## src/rtl/control_fsm_pkg.sv

```systemverilog
//------------------------------------------------------------------------------
// Module  : control_fsm_pkg
// Brief   : Shared control encodings: state codes, ALUOp values, opcodes.
// Revision: 1.0 - initial release
//------------------------------------------------------------------------------
`default_nettype none

package control_fsm_pkg;

    typedef enum logic [3:0] {
        S_FETCH    = 4'd0,
        S_DECODE   = 4'd1,
        S_MEMADR   = 4'd2,
        S_MEMREAD  = 4'd3,
        S_MEMWB    = 4'd4,
        S_MEMWRITE = 4'd5,
        S_EXECR    = 4'd6,
        S_EXECI    = 4'd7,
        S_ALUWB    = 4'd8,
        S_BEQ      = 4'd9,
        S_JAL      = 4'd10
    } state_t;

    localparam logic [1:0] C_ALUOP_ADD   = 2'b00;
    localparam logic [1:0] C_ALUOP_SUB   = 2'b01;
    localparam logic [1:0] C_ALUOP_FUNCT = 2'b10;

    localparam logic [6:0] C_OP_LOAD   = 7'b0000011;
    localparam logic [6:0] C_OP_STORE  = 7'b0100011;
    localparam logic [6:0] C_OP_RTYPE  = 7'b0110011;
    localparam logic [6:0] C_OP_ITYPE  = 7'b0010011;
    localparam logic [6:0] C_OP_BRANCH = 7'b1100011;
    localparam logic [6:0] C_OP_JAL    = 7'b1101111;

endpackage

`default_nettype wire

```

## src/rtl/control_fsm.sv

```systemverilog
//------------------------------------------------------------------------------
// Module  : control_fsm
// Brief   : Multicycle RISC-V main control FSM with fetch counter.
// Revision: 1.0 - initial release
//------------------------------------------------------------------------------
`default_nettype none

module control_fsm
    import control_fsm_pkg::*;
#(
    parameter int CNT_W = 32
) (
    input  logic             clk,
    input  logic             reset,
    input  logic [6:0]       op,
    input  logic             zero,
    input  logic             mem_ready,
    output logic [1:0]       ALUOp,
    output logic [1:0]       ALUSrcA,
    output logic [1:0]       ALUSrcB,
    output logic [1:0]       ResultSrc,
    output logic             AdrSrc,
    output logic             IRWrite,
    output logic             RegWrite,
    output logic             MemWrite,
    output logic             PCWrite,
    output logic             illegal,
    output logic [3:0]       state,
    output logic [CNT_W-1:0] fetch_count
);

    state_t           r_state;
    state_t           w_next;
    logic             w_irwrite;
    logic             w_regwrite;
    logic             w_memwrite;
    logic             w_pcupdate;
    logic             w_branch;
    logic             w_illegal;
    logic [CNT_W-1:0] r_fetch_count;

    always_ff @(posedge clk or posedge reset) begin
        if (reset) begin
            r_state       <= S_FETCH;
            r_fetch_count <= '0;
        end else begin
            r_state <= w_next;
            if (w_irwrite)
                r_fetch_count <= r_fetch_count + 1'b1;
        end
    end

    always_comb begin
        w_next     = S_FETCH;
        AdrSrc     = 1'b0;
        ALUSrcA    = 2'b00;
        ALUSrcB    = 2'b00;
        ResultSrc  = 2'b00;
        ALUOp      = C_ALUOP_ADD;
        w_irwrite  = 1'b0;
        w_regwrite = 1'b0;
        w_memwrite = 1'b0;
        w_pcupdate = 1'b0;
        w_branch   = 1'b0;
        w_illegal  = 1'b0;
        case (r_state)
            S_FETCH: begin
                ALUSrcB    = 2'b10;
                ResultSrc  = 2'b10;
                w_irwrite  = mem_ready;
                w_pcupdate = mem_ready;
                w_next     = mem_ready ? S_DECODE : S_FETCH;
            end
            S_DECODE: begin
                ALUSrcA = 2'b01;
                ALUSrcB = 2'b01;
                case (op)
                    C_OP_LOAD,
                    C_OP_STORE:  w_next = S_MEMADR;
                    C_OP_RTYPE:  w_next = S_EXECR;
                    C_OP_ITYPE:  w_next = S_EXECI;
                    C_OP_BRANCH: w_next = S_BEQ;
                    C_OP_JAL:    w_next = S_JAL;
                    default: begin
                        w_next    = S_FETCH;
                        w_illegal = 1'b1;
                    end
                endcase
            end
            S_MEMADR: begin
                ALUSrcA = 2'b10;
                ALUSrcB = 2'b01;
                // op[5] separates stores from loads
                w_next  = op[5] ? S_MEMWRITE : S_MEMREAD;
            end
            S_MEMREAD: begin
                AdrSrc = 1'b1;
                w_next = mem_ready ? S_MEMWB : S_MEMREAD;
            end
            S_MEMWB: begin
                ResultSrc  = 2'b01;
                w_regwrite = 1'b1;
            end
            S_MEMWRITE: begin
                AdrSrc     = 1'b1;
                w_memwrite = 1'b1;
                w_next     = mem_ready ? S_FETCH : S_MEMWRITE;
            end
            S_EXECR: begin
                ALUSrcA = 2'b10;
                ALUOp   = C_ALUOP_FUNCT;
                w_next  = S_ALUWB;
            end
            S_EXECI: begin
                ALUSrcA = 2'b10;
                ALUSrcB = 2'b01;
                ALUOp   = C_ALUOP_FUNCT;
                w_next  = S_ALUWB;
            end
            S_ALUWB: begin
                w_regwrite = 1'b1;
            end
            S_BEQ: begin
                ALUSrcA  = 2'b10;
                ALUOp    = C_ALUOP_SUB;
                w_branch = 1'b1;
            end
            S_JAL: begin
                ALUSrcA    = 2'b01;
                ALUSrcB    = 2'b10;
                w_pcupdate = 1'b1;
                w_next     = S_ALUWB;
            end
            default: w_next = S_FETCH;
        endcase
    end

    // Strobes are suppressed while reset is held so no side effect escapes
    assign IRWrite     = ~reset & w_irwrite;
    assign RegWrite    = ~reset & w_regwrite;
    assign MemWrite    = ~reset & w_memwrite;
    assign PCWrite     = ~reset & (w_pcupdate | (w_branch & zero));
    assign illegal     = ~reset & w_illegal;
    assign state       = r_state;
    assign fetch_count = r_fetch_count;

endmodule

`default_nettype wire
```

## config.mk

```make
export PLATFORM = sky130hd
export DESIGN_NAME = control_fsm
export DESIGN_NICKNAME = d
export VERILOG_FILES = /design/src/rtl/control_fsm_pkg.sv /design/src/rtl/control_fsm.sv
export SDC_FILE = /design/constraint.sdc
export NUM_CORES = 1
export LEC_CHECK = 0
export ABC_AREA = 1
export BUFFER_PORTS_ARGS = -buffer_cell sky130_fd_sc_hd__clkbuf_2
export CAP_MARGIN = 15
export CORE_MARGIN = 2
export CORE_UTILIZATION = 25
export CTS_CLUSTER_SIZE = 25
export DETAILED_ROUTE_END_ITERATION = 12
export PLACE_DENSITY = 0.45
export SLEW_MARGIN = 20
export SYNTH_ARGS = -nofsm -noshare
export SYNTH_HDL_FRONTEND = slang
export SYNTH_SLANG_ARGS = --single-unit
export TNS_END_PERCENT = 20
```

## constraint.sdc

```tcl
create_clock -name clk -period 1.6 [get_ports clk]
set_clock_uncertainty 0.2 [all_clocks]
set_input_delay 0.24 -clock clk [delete_from_list [all_inputs] [get_ports clk]]
set_output_delay 0.24 -clock clk [all_outputs]
set_load 0.05 [all_outputs]
```

* Yosys cells after proc, flatten, opt, wreduce, memory -nomap -nowiden
Cells that the tools add are included.
** Operators by class
- Add/sub/neg operators :: 1
- Equal/unequal tests :: 16
- Muxes and demuxes :: 18
- Bitwise gates (word level) :: 8
- Reductions and logical operators :: 11
** Operator list (count)
- adder 32 x 1 -> 32 bit, second input constant :: 1
- case mux 4 bit (6 select lines) :: 1
- case mux 4 bit (5 select lines) :: 1
- == test 4 x 3 -> 1 bit, second input constant :: 4
- case mux 2 bit (2 select lines) :: 4
- == test 7 x 6 -> 1 bit, second input constant :: 2
- == test 7 bit, second input constant :: 2
- == test 4 bit, second input constant :: 3
- OR reduction 2 bit :: 6
- two-way mux 3 bit :: 3
- == test 4 x 2 -> 1 bit, second input constant :: 2
- two-way mux 1 bit :: 8
- == test 7 x 2 -> 1 bit, second input constant :: 1
- == test 7 x 5 -> 1 bit, second input constant :: 1
- bitwise AND 1 bit :: 6
- OR reduction 3 bit :: 2
- OR reduction 6 bit :: 1
- == test 4 x 1 -> 1 bit, second input constant :: 1
- logical NOT 4 bit :: 1
- OR reduction 4 bit :: 1
- case mux 1 bit (2 select lines) :: 1
- NOT 1 bit :: 1
- OR 1 bit :: 1
** Storage, ports and cells
- Bits in registers :: 36
- Bits of input ports :: 11
- Logic and storage cells :: 56

* Logic depth before layout (Yosys ltp)
- Depth after elaboration :: 5
- Mapped depth :: 10
- Mapped depth without buffers :: 10

* Worst setup path before layout
Ideal clock, no wire load.
- Path type :: register to output
- Start :: reg r_state[0], in the netlist state[0]
- End :: out PCWrite
- Data arrival time :: 2.970 ns
- Required time :: 1.160 ns
- Setup slack :: -1.810 ns
- Stages on the path, launching flop included :: 5
- Buffers on the path :: 0
- Cell sequence :: dfrtp_1 -> inv_1 -> nor3_1 -> nand2_1 -> a31oi_1
** On the way
- Longest elaborated chain between the ends :: 5
** RTL lines
- start: declaration :: line control_fsm.sv:32 : state_t r_state;
- start signal: assignment :: line control_fsm.sv:47 : r_state <= w_next;
- == test 4 bit :: line control_fsm.sv:66 : case (r_state)
- two-way mux 1 bit :: line control_fsm.sv:66
- bitwise AND 1 bit :: line control_fsm.sv:142 : assign PCWrite = ~reset & (w_pcupdate | (w_branch & zero));
- OR 1 bit (*) :: line control_fsm.sv:142
- bitwise AND 1 bit (*) :: line control_fsm.sv:142
- end: declaration :: line control_fsm.sv:26 : output logic PCWrite,
Every way passes the cells marked *; elsewhere a longest branch is shown, timed or not.

* Final worst setup path
- Start :: reg r_state[1], in the netlist state[1]
- End :: out ALUSrcA[1]
** On the way
- Longest elaborated chain between the ends :: 3
** RTL lines
- == test 4 bit, or another cell as far along :: line control_fsm.sv:66
- OR reduction 4 bit (no line) or OR reduction 2 bit (tied branches)
- case mux 2 bit (2 select lines) (*) :: line control_fsm.sv:66
- end: declaration :: line control_fsm.sv:19 : output logic [1:0] ALUSrcA,
Marks and branches as above.

==> results.md <==
- Final Cycle Share: 1.25
- Setup Viol. Count Final: 42
- # Max-Cap Violations: 0
- Clock Latency Late Sink: 280 ps
- Max-slew violations: 0
- Final Cell Area: 3540 sq um
- PnR worst setup slack: -398 ps
- Power Total: 3110 uW
- Min Tclk post-route: 2000 ps
- Syn_nets: 299
- Total I/O pin count: 61
- Post-route ant nets: 0
- Max Freq: 501 MHz
- Hold path depth: 3
- Vias: 2,203
- RSZ-0062 raised after global routing: yes
- Non-Filler Instances: 515
- Initial antenna violation count: 0
- Leak: 0.00181 uW
- Clock sinks: 36
- Die X: 95.8 um
- CTS clock-pin slew for the worst setup and hold paths: 70 ps
- Die height: 95.8 um
- Grt met2 use: 0.226
- N_diodes: 0
- DRT Pass-1 Iters: 4
- CP Data Required Time: 1160 ps
- Worst-case reg-to-reg path depth: 8
- WS Path Type: flop to output port
- Met1 Usage GRT: 0.179
- Vias in the first global route: 2,124
- CP Launch Type: flop
- Gr usage total: 0.134
- Setup crit start: state[1]
- Grt met3 use: 0.0251
- Status: finished with violations
- Drc violations: 0
- Worst-Margin Slew: 339 ps
- Total CTS buffers: 5
- GRT Residual Overflow: 0
- Yosys warnings: 0
- Area of the mapped netlist: 2110 sq um
- Standard-cell rows: 33
- DR iter-0 viols: 61
- Final hold vios: 0
- Netlist cell types: 28
- Initial core utilization: 0.258
- Mean Syn Cell Area: 7.35 sq um
- GRT Max-Usage Layer: met2
- Largest net degree at the start of global routing: 33
- Global-route wire length before repair: 9750 um
- Layout cell share with drive strength beyond 1: 0.434
- PD cells: 877 nW/um^2
- Placer congestion estimate: 0.841
- Post-Route WL: 5910 um
- Max Fanout on Critical Path: 4
- Avg Vias per Cell: 4.28
- Startpoint of the lowest-slack hold path: op[4]
- Clock Tree Buf Depth: 2
- H-tree depth: 2
- VDD IR max: 0.000326 V
- Wirelength per Cell: 11.5 um
- Final nets: 421
- DP HPWL: 4620 um
- Hold Path End: state[2]
- Placed inst area: 3090 sq um
- Root Driver: clkbuf_8
- TNS Setup: -8130 ps
- Post-Syn Instances: 287
- Final design utilization: 0.434
- Area growth syn-to-layout: 68.1%
- WP data arrival: 1560 ps
- HP Class: input port to flop
- Failing checks: setup timing
- CTS tree: done
- Worst rel slew slack: 0.773
- Synthesized flop and latch total: 36
- Die area: 9180 sq um
- IO Port Bufs: 60
- RR Startpoint: state[3]
- Post-synthesis sequential area ratio: 0.427
- R2R Setup Slk: -260 ps
- Dpl cells: 501
- Reg-to-Reg End: fetch_count[27]
- Core area: 8180 sq um
- FILL cells: 809
- CP Capture Type: output port
kinds of logic (layout without fill, tap and decap cells):
logic type                 count (synthesis)  in the layout  share of synthesized area
and+or+nand+nor                          174            174                      0.366
AOI/OAI and AO/OA                         11             11                     0.0315
adders and majority gates                  1              1                    0.00593
buffers and inverters                     44            167                     0.0819
DFF                                       36             36                      0.427
xor gates and xnor gates                  21             21                     0.0872
worst max path at each step:
stage	endpoint
2_1_floorplan	PCWrite
3_3_place_gp	ALUSrcA[1]
3_5_place_dp	ALUSrcA[1]
4_1_cts	ALUSrcA[1]
5_1_grt	ALUSrcA[1]
6_report	ALUSrcA[1]
metal layers:
layer	routed length (um)	vias up
li1	-	1142
met1	2690	1014
met2	2930	42
met3	223	5
met4	64	0
met5	0	-
cells in the mapped netlist:
cell,instances,area (sq um)
buf_6,1,11.3
inv_2,1,3.75
o22ai_1,1,6.26
nor3_1,6,30.0
nor3_2,1,10.0
inv_1,41,154
nor2_8,1,20.0
nor4_1,1,6.26
nand3_2,3,30.0
nand3b_1,2,15.0
xor2_1,14,123
a31oi_1,1,6.26
or3b_2,1,8.76
xnor2_1,7,61.3
o311ai_0,1,8.76
nand3_1,16,80.1
a211oi_1,1,7.51
ha_1,1,12.5
o21ai_1,4,20.0
dfrtp_1,36,901
nor2_2,4,25.0
nand2_1,90,338
nor2_1,41,154
clkinv_1,1,3.75
o21ai_0,2,10.0
o211ai_1,1,7.51
nor2_4,1,11.3
nand4_1,7,43.8
layout make-up:
type,instances,area (sq um),share of cell area
inverters,43,169,0.0477
multi-input cells,207,1280,0.361
well taps,105,131,0.0371
flip-flops and latches,36,912,0.257
clock buffers,8,90.1,0.0254
repair buffers,116,961,0.271
through the flow:
step	hold WS (ps)	setup WS (ps)
after floorplan	164	-582
after detailed placement	155	-241
after global placement	154	-254
final	36.2	-398
after global routing	65.6	-457
after CTS	9.32	-410
layout by cell type, fill, tap and decap left out, types with 2 or more instances in the layout:
| cell type | n |
|---|---|
| o21ai_1 | 3 |
| clkbuf_2 | 43 |
| dfrtp_1 | 27 |
| nand2_2 | 10 |
| inv_2 | 3 |
| buf_4 | 41 |
| nor2_4 | 11 |
| inv_4 | 3 |
| nand3_1 | 15 |
| dfrtp_2 | 9 |
| nand3_4 | 2 |
| buf_6 | 10 |
| inv_1 | 36 |
| nor2_2 | 4 |
| clkbuf_1 | 2 |
| dlygate4sd3_1 | 2 |
| nand2_4 | 3 |
| nand3_2 | 2 |
| nand4_1 | 7 |
| nor3_1 | 4 |
| nor2_1 | 31 |
| nand2_1 | 76 |
| buf_8 | 9 |
| buf_12 | 5 |
| o21ai_0 | 2 |
| nand3b_1 | 2 |
| clkbuf_8 | 10 |
| nor3_4 | 3 |
| xor2_1 | 14 |
| xnor2_1 | 7 |
| clkbuf_4 | 2 |
flip-flops by register name, summed over array words and instances (netlist names):
signal	flops
state	4
fetch_count	32
power breakdown:
part	internal (uW)	leakage, uW	total [uW]	switching, uW
Sequential	1000	0.000459	1090	84.4
Combinational	536	0.00131	1350	818
Clock	351	0.0000455	671	320
Total	1890	0.00181	3110	1220
worst max-delay path, stage by stage (launching register included):
cell	delay, ps
dfrtp_2	460
inv_4	120
nor2_2	50
nand2_1	90
or3b_4	390
buf_8	160
repair_timing:
| item | in CTS | in global routing |
|---|---|---|
| hold buffers | 2 | 0 |
| endpoints found under the hold margin | 5 | 0 |
| buffers inserted | 3 | 1 |
| resized for setup | 54 | 36 |
| gates cloned | 0 | 0 |
| setup endpoints to repair | 43 | 47 |
| pin swaps | 10 | 9 |
Power figures use the tool's default switching activity.
